**config.mk**
```make
export PLATFORM = sky130hd
export DESIGN_NAME = core_mem_port_arbiter_flat
export DESIGN_NICKNAME = d
export VERILOG_FILES = /design/src/rtl/core_mem_port_arbiter_if.sv /design/src/rtl/core_mem_port_arbiter.sv /design/src/flat_wrapper.sv
export SDC_FILE = /design/constraint.sdc
export NUM_CORES = 1
export LEC_CHECK = 0
export BUFFER_PORTS_ARGS = -buffer_cell sky130_fd_sc_hd__buf_4
export CAP_MARGIN = 40
export CORE_AREA = 2 2 140 142
export CTS_BUF_LIST = sky130_fd_sc_hd__clkbuf_8
export CTS_CLUSTER_DIAMETER = 40
export CTS_CLUSTER_SIZE = 24
export DETAILED_ROUTE_END_ITERATION = 8
export DIE_AREA = 0 0 142 144
export PLACE_DENSITY_LB_ADDON = 0.3
export SYNTH_ARGS = -nofsm -noshare
export SYNTH_HDL_FRONTEND = slang
export SYNTH_SLANG_ARGS = --single-unit
```
**constraint.sdc**
```tcl
create_clock -name i_clk -period 1.8 [get_ports i_clk]
set_input_delay 0.09 -clock i_clk [delete_from_list [all_inputs] [get_ports i_clk]]
set_output_delay 0.09 -clock i_clk [all_outputs]
set_load 0.01 [all_outputs]
```
**src/rtl/core_mem_port_arbiter_if.sv**
```systemverilog
// Bundle between the requesting ports, the arbiter and the shared memory macro.
// slave = arbiter side, master = requesters plus memory environment.
interface core_mem_port_arbiter_if #(
    parameter int NPORTS = 3,
    parameter int AW     = 32,
    parameter int DW     = 32
);
    localparam int BW = DW / 8;

    logic [NPORTS-1:0]    i_req;
    logic [NPORTS-1:0]    i_we;
    logic [NPORTS-1:0]    i_lock;
    logic [NPORTS*AW-1:0] i_addr;
    logic [NPORTS*DW-1:0] i_wdata;
    logic [NPORTS*BW-1:0] i_be;
    logic [NPORTS-1:0]    o_gnt;
    logic [NPORTS-1:0]    o_stall;
    logic [NPORTS-1:0]    o_rvalid;
    logic [DW-1:0]        o_rdata;
    logic                 o_mem_en;
    logic                 o_mem_we;
    logic [AW-1:0]        o_mem_addr;
    logic [BW-1:0]        o_mem_be;
    logic [DW-1:0]        o_mem_wdata;
    logic [DW-1:0]        i_mem_rdata;

    modport slave (
        input  i_req, i_we, i_lock, i_addr, i_wdata, i_be, i_mem_rdata,
        output o_gnt, o_stall, o_rvalid, o_rdata,
        output o_mem_en, o_mem_we, o_mem_addr, o_mem_be, o_mem_wdata
    );

    modport master (
        output i_req, i_we, i_lock, i_addr, i_wdata, i_be, i_mem_rdata,
        input  o_gnt, o_stall, o_rvalid, o_rdata,
        input  o_mem_en, o_mem_we, o_mem_addr, o_mem_be, o_mem_wdata
    );
endinterface

```
**src/rtl/core_mem_port_arbiter.sv**
```systemverilog
// Shares one single-ported synchronous memory between NPORTS requesters using
// fixed priority or round-robin, with per-port burst lock and read-data return.
module core_mem_port_arbiter #(
    parameter int NPORTS  = 3,
    parameter int AW      = 32,
    parameter int DW      = 32,
    parameter int RR_MODE = 0
) (
    input  logic                  i_clk,
    input  logic                  i_rst,
    input  logic                  i_clk_en,
    core_mem_port_arbiter_if.slave bus
);
    localparam int            BW   = DW / 8;
    localparam int            PW   = $clog2(NPORTS);
    localparam logic [PW:0]   NP   = (PW+1)'(NPORTS);
    localparam logic [PW-1:0] LAST = PW'(NPORTS - 1);

    logic [PW-1:0]     ptr_q, ptr_d;
    logic              lock_vld_q, lock_vld_d;
    logic [PW-1:0]     lock_id_q, lock_id_d;
    logic [NPORTS-1:0] rvalid_q, rvalid_d;
    logic [DW-1:0]     rdata_q, rdata_d;

    logic              found;
    logic [PW-1:0]     sel;
    logic [PW-1:0]     start;
    logic [PW:0]       cand;
    logic [NPORTS-1:0] gnt;

    logic [AW-1:0] addr_a  [NPORTS];
    logic [DW-1:0] wdata_a [NPORTS];
    logic [BW-1:0] be_a    [NPORTS];

    for (genvar g = 0; g < NPORTS; g++) begin : g_unpack
        assign addr_a[g]  = bus.i_addr[g*AW +: AW];
        assign wdata_a[g] = bus.i_wdata[g*DW +: DW];
        assign be_a[g]    = bus.i_be[g*BW +: BW];
    end

    // A live lock owner pre-empts the search; otherwise scan from start with wrap.
    always_comb begin
        found = 1'b0;
        sel   = '0;
        cand  = '0;
        start = (RR_MODE != 0) ? ptr_q : '0;
        if (!i_rst && i_clk_en) begin
            if (lock_vld_q && bus.i_req[lock_id_q]) begin
                found = 1'b1;
                sel   = lock_id_q;
            end else begin
                for (int k = 0; k < NPORTS; k++) begin
                    cand = {1'b0, start} + (PW+1)'(k);
                    if (cand >= NP) cand = cand - NP;
                    if (!found && bus.i_req[cand[PW-1:0]]) begin
                        found = 1'b1;
                        sel   = cand[PW-1:0];
                    end
                end
            end
        end
    end

    assign gnt             = found ? (NPORTS'(1) << sel) : '0;
    assign bus.o_gnt       = gnt;
    assign bus.o_stall     = bus.i_req & ~gnt;
    assign bus.o_mem_en    = found;
    assign bus.o_mem_we    = found && bus.i_we[sel];
    assign bus.o_mem_addr  = found ? addr_a[sel] : '0;
    assign bus.o_mem_wdata = found ? wdata_a[sel] : '0;
    assign bus.o_mem_be    = (found && bus.i_we[sel]) ? be_a[sel] : '0;

    assign ptr_d      = found ? ((sel == LAST) ? '0 : sel + 1'b1) : ptr_q;
    assign lock_vld_d = found && bus.i_lock[sel];
    assign lock_id_d  = found ? sel : lock_id_q;
    assign rvalid_d   = (found && !bus.i_we[sel]) ? gnt : '0;
    assign rdata_d    = (rvalid_q != '0) ? bus.i_mem_rdata : rdata_q;

    // Memory output is live while a read is owned; rdata_q keeps the last shown word.
    assign bus.o_rvalid = rvalid_q;
    assign bus.o_rdata  = (rvalid_q != '0) ? bus.i_mem_rdata : rdata_q;

    always_ff @(posedge i_clk) begin
        if (i_rst) begin
            ptr_q      <= '0;
            lock_vld_q <= 1'b0;
            lock_id_q  <= '0;
            rvalid_q   <= '0;
            rdata_q    <= '0;
        end else if (i_clk_en) begin
            ptr_q      <= ptr_d;
            lock_vld_q <= lock_vld_d;
            lock_id_q  <= lock_id_d;
            rvalid_q   <= rvalid_d;
            rdata_q    <= rdata_d;
        end
    end
endmodule

```
**src/flat_wrapper.sv**
```systemverilog
// flat-port wrapper written by rule: the top's interface ports become plain ports
module core_mem_port_arbiter_flat 
#(
    parameter int NPORTS  = 3,
    parameter int AW      = 32,
    parameter int DW      = 32,
    parameter int RR_MODE = 0
)
  (i_clk, i_rst, i_clk_en, bus_i_req, bus_i_we, bus_i_lock, bus_i_addr, bus_i_wdata, bus_i_be, bus_i_mem_rdata, bus_o_gnt, bus_o_stall, bus_o_rvalid, bus_o_rdata, bus_o_mem_en, bus_o_mem_we, bus_o_mem_addr, bus_o_mem_be, bus_o_mem_wdata);
  core_mem_port_arbiter_if #(.NPORTS(NPORTS), .AW(AW), .DW(DW)) bus_i ();
  input  logic i_clk;
  input  logic i_rst;
  input  logic i_clk_en;
  input wire logic [$bits(bus_i.i_req)-1:0] bus_i_req;
  input wire logic [$bits(bus_i.i_we)-1:0] bus_i_we;
  input wire logic [$bits(bus_i.i_lock)-1:0] bus_i_lock;
  input wire logic [$bits(bus_i.i_addr)-1:0] bus_i_addr;
  input wire logic [$bits(bus_i.i_wdata)-1:0] bus_i_wdata;
  input wire logic [$bits(bus_i.i_be)-1:0] bus_i_be;
  input wire logic [$bits(bus_i.i_mem_rdata)-1:0] bus_i_mem_rdata;
  output wire logic [$bits(bus_i.o_gnt)-1:0] bus_o_gnt;
  output wire logic [$bits(bus_i.o_stall)-1:0] bus_o_stall;
  output wire logic [$bits(bus_i.o_rvalid)-1:0] bus_o_rvalid;
  output wire logic [$bits(bus_i.o_rdata)-1:0] bus_o_rdata;
  output wire logic [$bits(bus_i.o_mem_en)-1:0] bus_o_mem_en;
  output wire logic [$bits(bus_i.o_mem_we)-1:0] bus_o_mem_we;
  output wire logic [$bits(bus_i.o_mem_addr)-1:0] bus_o_mem_addr;
  output wire logic [$bits(bus_i.o_mem_be)-1:0] bus_o_mem_be;
  output wire logic [$bits(bus_i.o_mem_wdata)-1:0] bus_o_mem_wdata;
  assign bus_i.i_req = bus_i_req;
  assign bus_i.i_we = bus_i_we;
  assign bus_i.i_lock = bus_i_lock;
  assign bus_i.i_addr = bus_i_addr;
  assign bus_i.i_wdata = bus_i_wdata;
  assign bus_i.i_be = bus_i_be;
  assign bus_i.i_mem_rdata = bus_i_mem_rdata;
  assign bus_o_gnt = bus_i.o_gnt;
  assign bus_o_stall = bus_i.o_stall;
  assign bus_o_rvalid = bus_i.o_rvalid;
  assign bus_o_rdata = bus_i.o_rdata;
  assign bus_o_mem_en = bus_i.o_mem_en;
  assign bus_o_mem_we = bus_i.o_mem_we;
  assign bus_o_mem_addr = bus_i.o_mem_addr;
  assign bus_o_mem_be = bus_i.o_mem_be;
  assign bus_o_mem_wdata = bus_i.o_mem_wdata;
  core_mem_port_arbiter #(.NPORTS(NPORTS), .AW(AW), .DW(DW), .RR_MODE(RR_MODE)) u_core (.i_clk(i_clk), .i_rst(i_rst), .i_clk_en(i_clk_en), .bus(bus_i));
endmodule
```
After elaboration in Yosys (flattened, before gate mapping). Index checks and enable logic that the tools add are counted.

Register bits: 38. Bits of input ports: 248.

Order comparisons: 3. Shift operators: 1. Muxes and demuxes: 34. Bitwise logic cells: 3. Reductions and logical operators: 13.

Operator list (number): $mux W32 (7); $bmux W32 S2 (2); $mux W1 (13); $mux W4 (3); $bmux W4 S2 (1); $logic_and A1 B1 Y1 (7); $bmux W1 S2 (3); $lt A2 B3 Y1 const B (2); $mux W2 (3); $mux W3 (2); $logic_not A1 Y1 (4); $and A3 B3 Y3 (1); $ge A3 B3 Y1 const B (1); $not A2 Y3 (1); $not A3 Y3 (1); $reduce_bool A3 Y1 (1); $shl A1 B2 Y3 const A (1); $reduce_and A2 Y1 (1).

Logic depth before layout (Yosys ltp).
Depth in word-level cells: 20. Depth in mapped cells: 9.

Worst setup path before layout. No wires, ideal clock.

Kind: register to output. Start: register u_core.lock_id_q[0]. End: output bus_o_mem_addr[11]. Data arrival time: 1.959 ns. Required time: 1.710 ns. Setup slack: -0.249 ns. Cell stages (with the launch flop): 10. Buffers on the path: 4. Cells stage by stage: dfxtp_1 -> and4b_1 -> buf_6 -> a2111oi_4 -> and2_0 -> buf_2 -> buf_6 -> buf_8 -> a22oi_1 -> a21oi_1.

Longest elaborated chain between the ends: 10. Elaborated cells on any way between the ends: 12. Classes of those cells: 10 x mux; 1 x bitwise; 1 x reduce/logical.

Ends and longest elaborated chain: start, declared (line core_mem_port_arbiter.sv:21) `logic [PW-1:0] lock_id_q, lock_id_d;`; start signal, assigned (line core_mem_port_arbiter.sv:93) `lock_id_q <= lock_id_d;`; $bmux W1 S2 (line core_mem_port_arbiter.sv:48) `if (lock_vld_q && bus.i_req[lock_id_q]) begin`; $mux W1 (implied by the code) (line core_mem_port_arbiter.sv:48); $logic_and A1 B1 Y1 (line core_mem_port_arbiter.sv:48); $mux W2 (line core_mem_port_arbiter.sv:48); $mux W2 (line core_mem_port_arbiter.sv:47) `if (!i_rst && i_clk_en) begin`; $not A2 Y3 (implied by the code) (line core_mem_port_arbiter.sv:69) `assign bus.o_mem_addr = found ? addr_a[sel] : '0;`; $bmux W32 S2 (line core_mem_port_arbiter.sv:69); $mux W32 (implied by the code) (2 in a row) (line core_mem_port_arbiter.sv:69); $mux W32 (*) (line core_mem_port_arbiter.sv:69); end, declared (line flat_wrapper.sv:27) `output wire logic [$bits(bus_i.o_mem_addr)-1:0] bus_o_mem_addr;`.

Mark *: on every way between the ends. The rest lies on a longest branch, timed or not. The select of a mux whose other input is x is not followed.

Worst setup path after layout.
Start: register u_core.lock_id_q[0]. End: output bus_o_mem_wdata[9].

Longest elaborated chain between the ends: 10. Elaborated cells on any way between the ends: 12. Classes of those cells: 10 x mux; 1 x bitwise; 1 x reduce/logical.

Ends and longest elaborated chain: $bmux W1 S2 (line core_mem_port_arbiter.sv:48); $mux W1 (implied by the code) (line core_mem_port_arbiter.sv:48); $logic_and A1 B1 Y1 (line core_mem_port_arbiter.sv:48); $mux W2 (line core_mem_port_arbiter.sv:48); $mux W2 (line core_mem_port_arbiter.sv:47); $not A2 Y3 (implied by the code) (line core_mem_port_arbiter.sv:70) `assign bus.o_mem_wdata = found ? wdata_a[sel] : '0;`; $bmux W32 S2 (line core_mem_port_arbiter.sv:70); $mux W32 (implied by the code) (2 in a row) (line core_mem_port_arbiter.sv:70); $mux W32 (*) (line core_mem_port_arbiter.sv:70); end, declared (line flat_wrapper.sv:29) `output wire logic [$bits(bus_i.o_mem_wdata)-1:0] bus_o_mem_wdata;`.

Marks and branches as above.

==> results.txt <==
Main combinational cell family by area after synthesis: compound AO/OA/AOI/OAI gates. In this run the remaining antenna-violating nets after routing total 0. The met1 track utilization from global routing was 18.9%. Yosys attributes the largest share of cell area to dfxtp_1 25%, a222oi_1 16%, mux2_2 12%, mux2i_1 11%, inv_1 6.3%. The area share of and/or/nand/nor cells after synthesis works out to 11.5%. Setup repair after global routing could not meet its margin everywhere.

After legalization and detailed placement, the total HPWL measured 12900 um. Summed over all cells, the static leakage comes to 3.81 nW. Data on the critical path arrives at its endpoint at 2.30 ns. Buffers inserted during clock tree synthesis total 5. For the final database, setup skew stands at 0.0115 ns.

The logs give 359 for the count of boundary I/O pins and 0 for the total number of yosys warnings. The synthesized design contains 38 register bits. The number of enable-type register cells in the synthesized netlist came out at 0. Proportion of synthesized flip-flops having asynchronous set or reset: 0%. The die outline height is 144 um.

The tools report the final setup slack of the worst path as -0.593 ns. Derived from the worst setup path, the maximum achievable clock frequency is 418 MHz. Sequential elements use 25.1% of the synthesized area. Dividing the detail-routed wire length by the instance count gives 17.8 um. The largest fanout on the critical path came out at 37. For the overall overflow remaining after global route, the log shows 0. After synthesis, the mean cell area works out to 8.15 sq um. The finished layout holds 986 standard cells, fillers aside.

The worst-case vdd ir drop is 0.000397 V. The tools report the initial antenna violation count as 2. The instance count of the mapped netlist came out at 371. Number of failing hold endpoints at the final stage: 0.

For the finished layout, the period the worst path requires is 2.39 ns. The worst-case reg-to-reg path depth was 8; the number of placement rows was 51. The tools report the number of pins exceeding their max-slew limit in the final report as 0.

CTS placed an instance of clkbuf_8 at the clock tree root. Worst setup path category: flop to output port. In this run the number of cells on the critical path is 8. The layout overhead on the synthesized area works out to 139%. The critical path goes through and2b_1 > a2111oi_4 > buf_4 > a211oi_4 > buf_12 > a222oi_1 > inv_1 > buf_6.

In the synthesized netlist the dominant register cell turns out to be dfxtp_1. The total routing resource utilization after global routing was 15.5%. The library cell contributing the largest single delay on the critical path is a2111oi_4.

The gate family responsible for the most delay along the worst path is compound AO/OA/AOI/OAI gates. The number of vias per cell after detailed routing is 4.54, and the pin slew with the least headroom to its limit is 0.658 ns. TritonCTS built the clock tree. Along the worst hold path, the cell count comes to 2. Critical path endpoint: bus_o_mem_wdata[9]. The post-route clock period utilization was 133%; the count of buffering cells on the critical path with inverters included was 4.

The met3 layer usage reported by global route was 4.07%; the total via count in the routed design was 4477. The violation count after the first detailed-route iteration is 283. The number of sinks driven by the clock tree was 38. The aggregate routed wire length is 17500 um. In this run the tool buffered the top-level ports with 358 buffer cells.

Worst reg2reg path endpoint: u_core.lock_vld_q$_SDFFE_PP0P_. Total nets after synthesis: 619. The dominant cell by count in the synthesized netlist is inv_1.

The cell total after placement came out at 953. For the worst setup path, the data required time is 1.71 ns. Summed over all instances, the cell type with the most area after synthesis is dfxtp_1.

The net count of the finished layout is 994. The first global-routing pass estimated 24800 um of wire. After synthesis the cells add up to 3030 sq um. The largest net degree at the start of global routing is 52.

The most critical setup path has its startpoint at u_core.lock_id_q[0]$_SDFFE_PP0P_. The number of global-route vias before repair is 4307. The logs give 0.30 ns for the clock insertion delay at the later pin of the skew report and -0.19 ns for the worst-case register-to-register setup slack. Max-cap violations in this run came to 0. Clock-pin slew was measured on the worst setup and hold paths at 0.07 ns. The compound-cell area share of the yosys netlist works out to 28.4%. STA classifies the critical path endpoint as an output port. Routability-driven placement finished with a final weighted congestion of 0.840. The worst register-to-register path begins at u_core.lock_id_q[0]$_SDFFE_PP0P_. In the routed design, unresolved DRC markers number 0. Dividing total power by cell area gives a power density of 415 nW/um^2. The longest clock path from root to sink contains 2 buffers. For this run, the slowest stage of the critical path takes 0.40 ns. After Yosys synthesis, full adders, half adders and majority gates account for 0% of the synthesized area. For the number of iterations in the first detailed-routing pass, the log shows 8.

The die covers 20400 sq um. Summing the areas of all xor and xnor instances in the mapped netlist gives 0% of the synthesized area. Ranked by instance count, the synthesized netlist is headed by 51 x inv_1, 48 x a222oi_1, 40 x nor2_1.

The final reports fail on negative setup slack. The flow ran to the end, but the final reports show violations. Cells with a size suffix above 1 make up 68.0% of the layout.

The portion of synthesized cell area occupied by the leading cell type came out at 25.1%. met2 is the most crowded layer. The met2 usage in global routing came out at 27.3%.

The initial utilization of the core area, before any placement, comes to 15.9%. After floorplanning, the core was sized to cover 19100 sq um. The tightest min-delay check is of the primary input to flop type. The H-tree generated during clock tree synthesis spans 2 levels.

In this run the horizontal extent of the chip is 142 um. For the normalized max-slew margin, the log shows 56.2%. The number of different library cells used by synthesis comes to 33.

The tools report the kind of start point of the critical path as a flop. The tools report the total power after layout as 2.99 mW. Of the post-synthesis cell area, the part taken by muxes is 22.5%.

The run gives 76 as the number of failing setup endpoints in the final timing report.
==> worst register-to-register path: stages, from the launching register on <==
cell       delay [ns]
dfxtp_2          0.34
and2b_1          0.20
a2111oi_4        0.40
buf_4            0.20
a211oi_4         0.08
buf_4            0.15
buf_6            0.12
buf_6            0.10
a221o_1          0.28
==> layout by cell type (no fill, tap or decap), drive strengths merged, types with 2 or more instances in the layout <==
cell,instances
buf,405
inv,51
a222oi,48
nor2,40
dfxtp,38
mux2i,32
mux2,32
a21oi,24
a22oi,20
nand2,17
clkbuf,6
nand2b,6
a22o,4
nand3,3
nor2b,3
clkinv,2
nor3,2
==> area by class of cell <==
class | count | area, sq um
antenna | 1 | 2.50
clock buffer | 5 | 68.8
clock inverter | 3 | 40.0
fill | 1975 | 11900
inverter | 51 | 191
multi-input combinational | 244 | 2250
sequential | 38 | 773
tap | 238 | 298
timing repair buffer | 406 | 3600
==> stage by stage <==
step,TNS [ns],worst slack [ns],utilization [%],hold WS [ns],cell area (sq um)
2_1_floorplan,-4.07,-0.129,-,0.228,3110
3_3_place_gp,-6.90,-0.196,32.4,0.344,6190
3_5_place_dp,-8.46,-0.235,32.4,0.345,6190
4_1_cts,-34.59,-0.568,37.2,0.0263,7100
5_1_grt,-44.08,-0.697,37.8,0.0364,7210
6_report,-34.18,-0.593,37.8,0.0441,7220
==> how the worst min path moves through the flow <==
| stage | start | end | slack [ns] |
|---|---|---|---|
| after floorplan | bus_i_lock[0] | u_core.lock_vld_q$_SDFFE_PP0P_ | 0.23 |
| after global placement | bus_i_lock[2] | u_core.lock_vld_q$_SDFFE_PP0P_ | 0.34 |
| after detailed placement | bus_i_lock[2] | u_core.lock_vld_q$_SDFFE_PP0P_ | 0.35 |
| after CTS | bus_i_lock[2] | u_core.lock_vld_q$_SDFFE_PP0P_ | 0.03 |
| after global routing | bus_i_lock[2] | u_core.lock_vld_q$_SDFFE_PP0P_ | 0.04 |
| final | bus_i_lock[2] | u_core.lock_vld_q$_SDFFE_PP0P_ | 0.04 |
==> per-layer routing <==
metal	part of all wire, %	wire [um]
met5	0.074	13
met4	1.7	290
met3	8.2	1440
met2	51	8870
met1	39	6930
==> state kept, by name (all words and copies together), names as in the netlist <==
signal	flops
u_core.rdata_q	32
u_core.bus.o_rvalid	3
u_core.lock_id_q	2
u_core.lock_vld_q	1
==> repair_timing <==
item,CTS,global route
gates cloned,6,1
pin swaps,39,37
hold endpoints to repair,0,0
endpoints found under the setup margin,103,115
setup buffers,16,10
hold buffers,0,0
gates resized for setup,138,34
==> cell families after synthesis <==
| group | after synthesis |
|---|---|
| compound gates | 102 |
| buf+inv | 89 |
| simple gates | 78 |
| mux | 64 |
| flops | 38 |
==> power by group <==
group | switching (mW) | internal, mW | leakage [nW]
Combinational | 0.536 | 0.837 | 3.44
Sequential | 0.0160 | 0.863 | 0.310
Clock | 0.331 | 0.408 | 0.0579
Note: power is estimated with default switching activity, not from simulation.
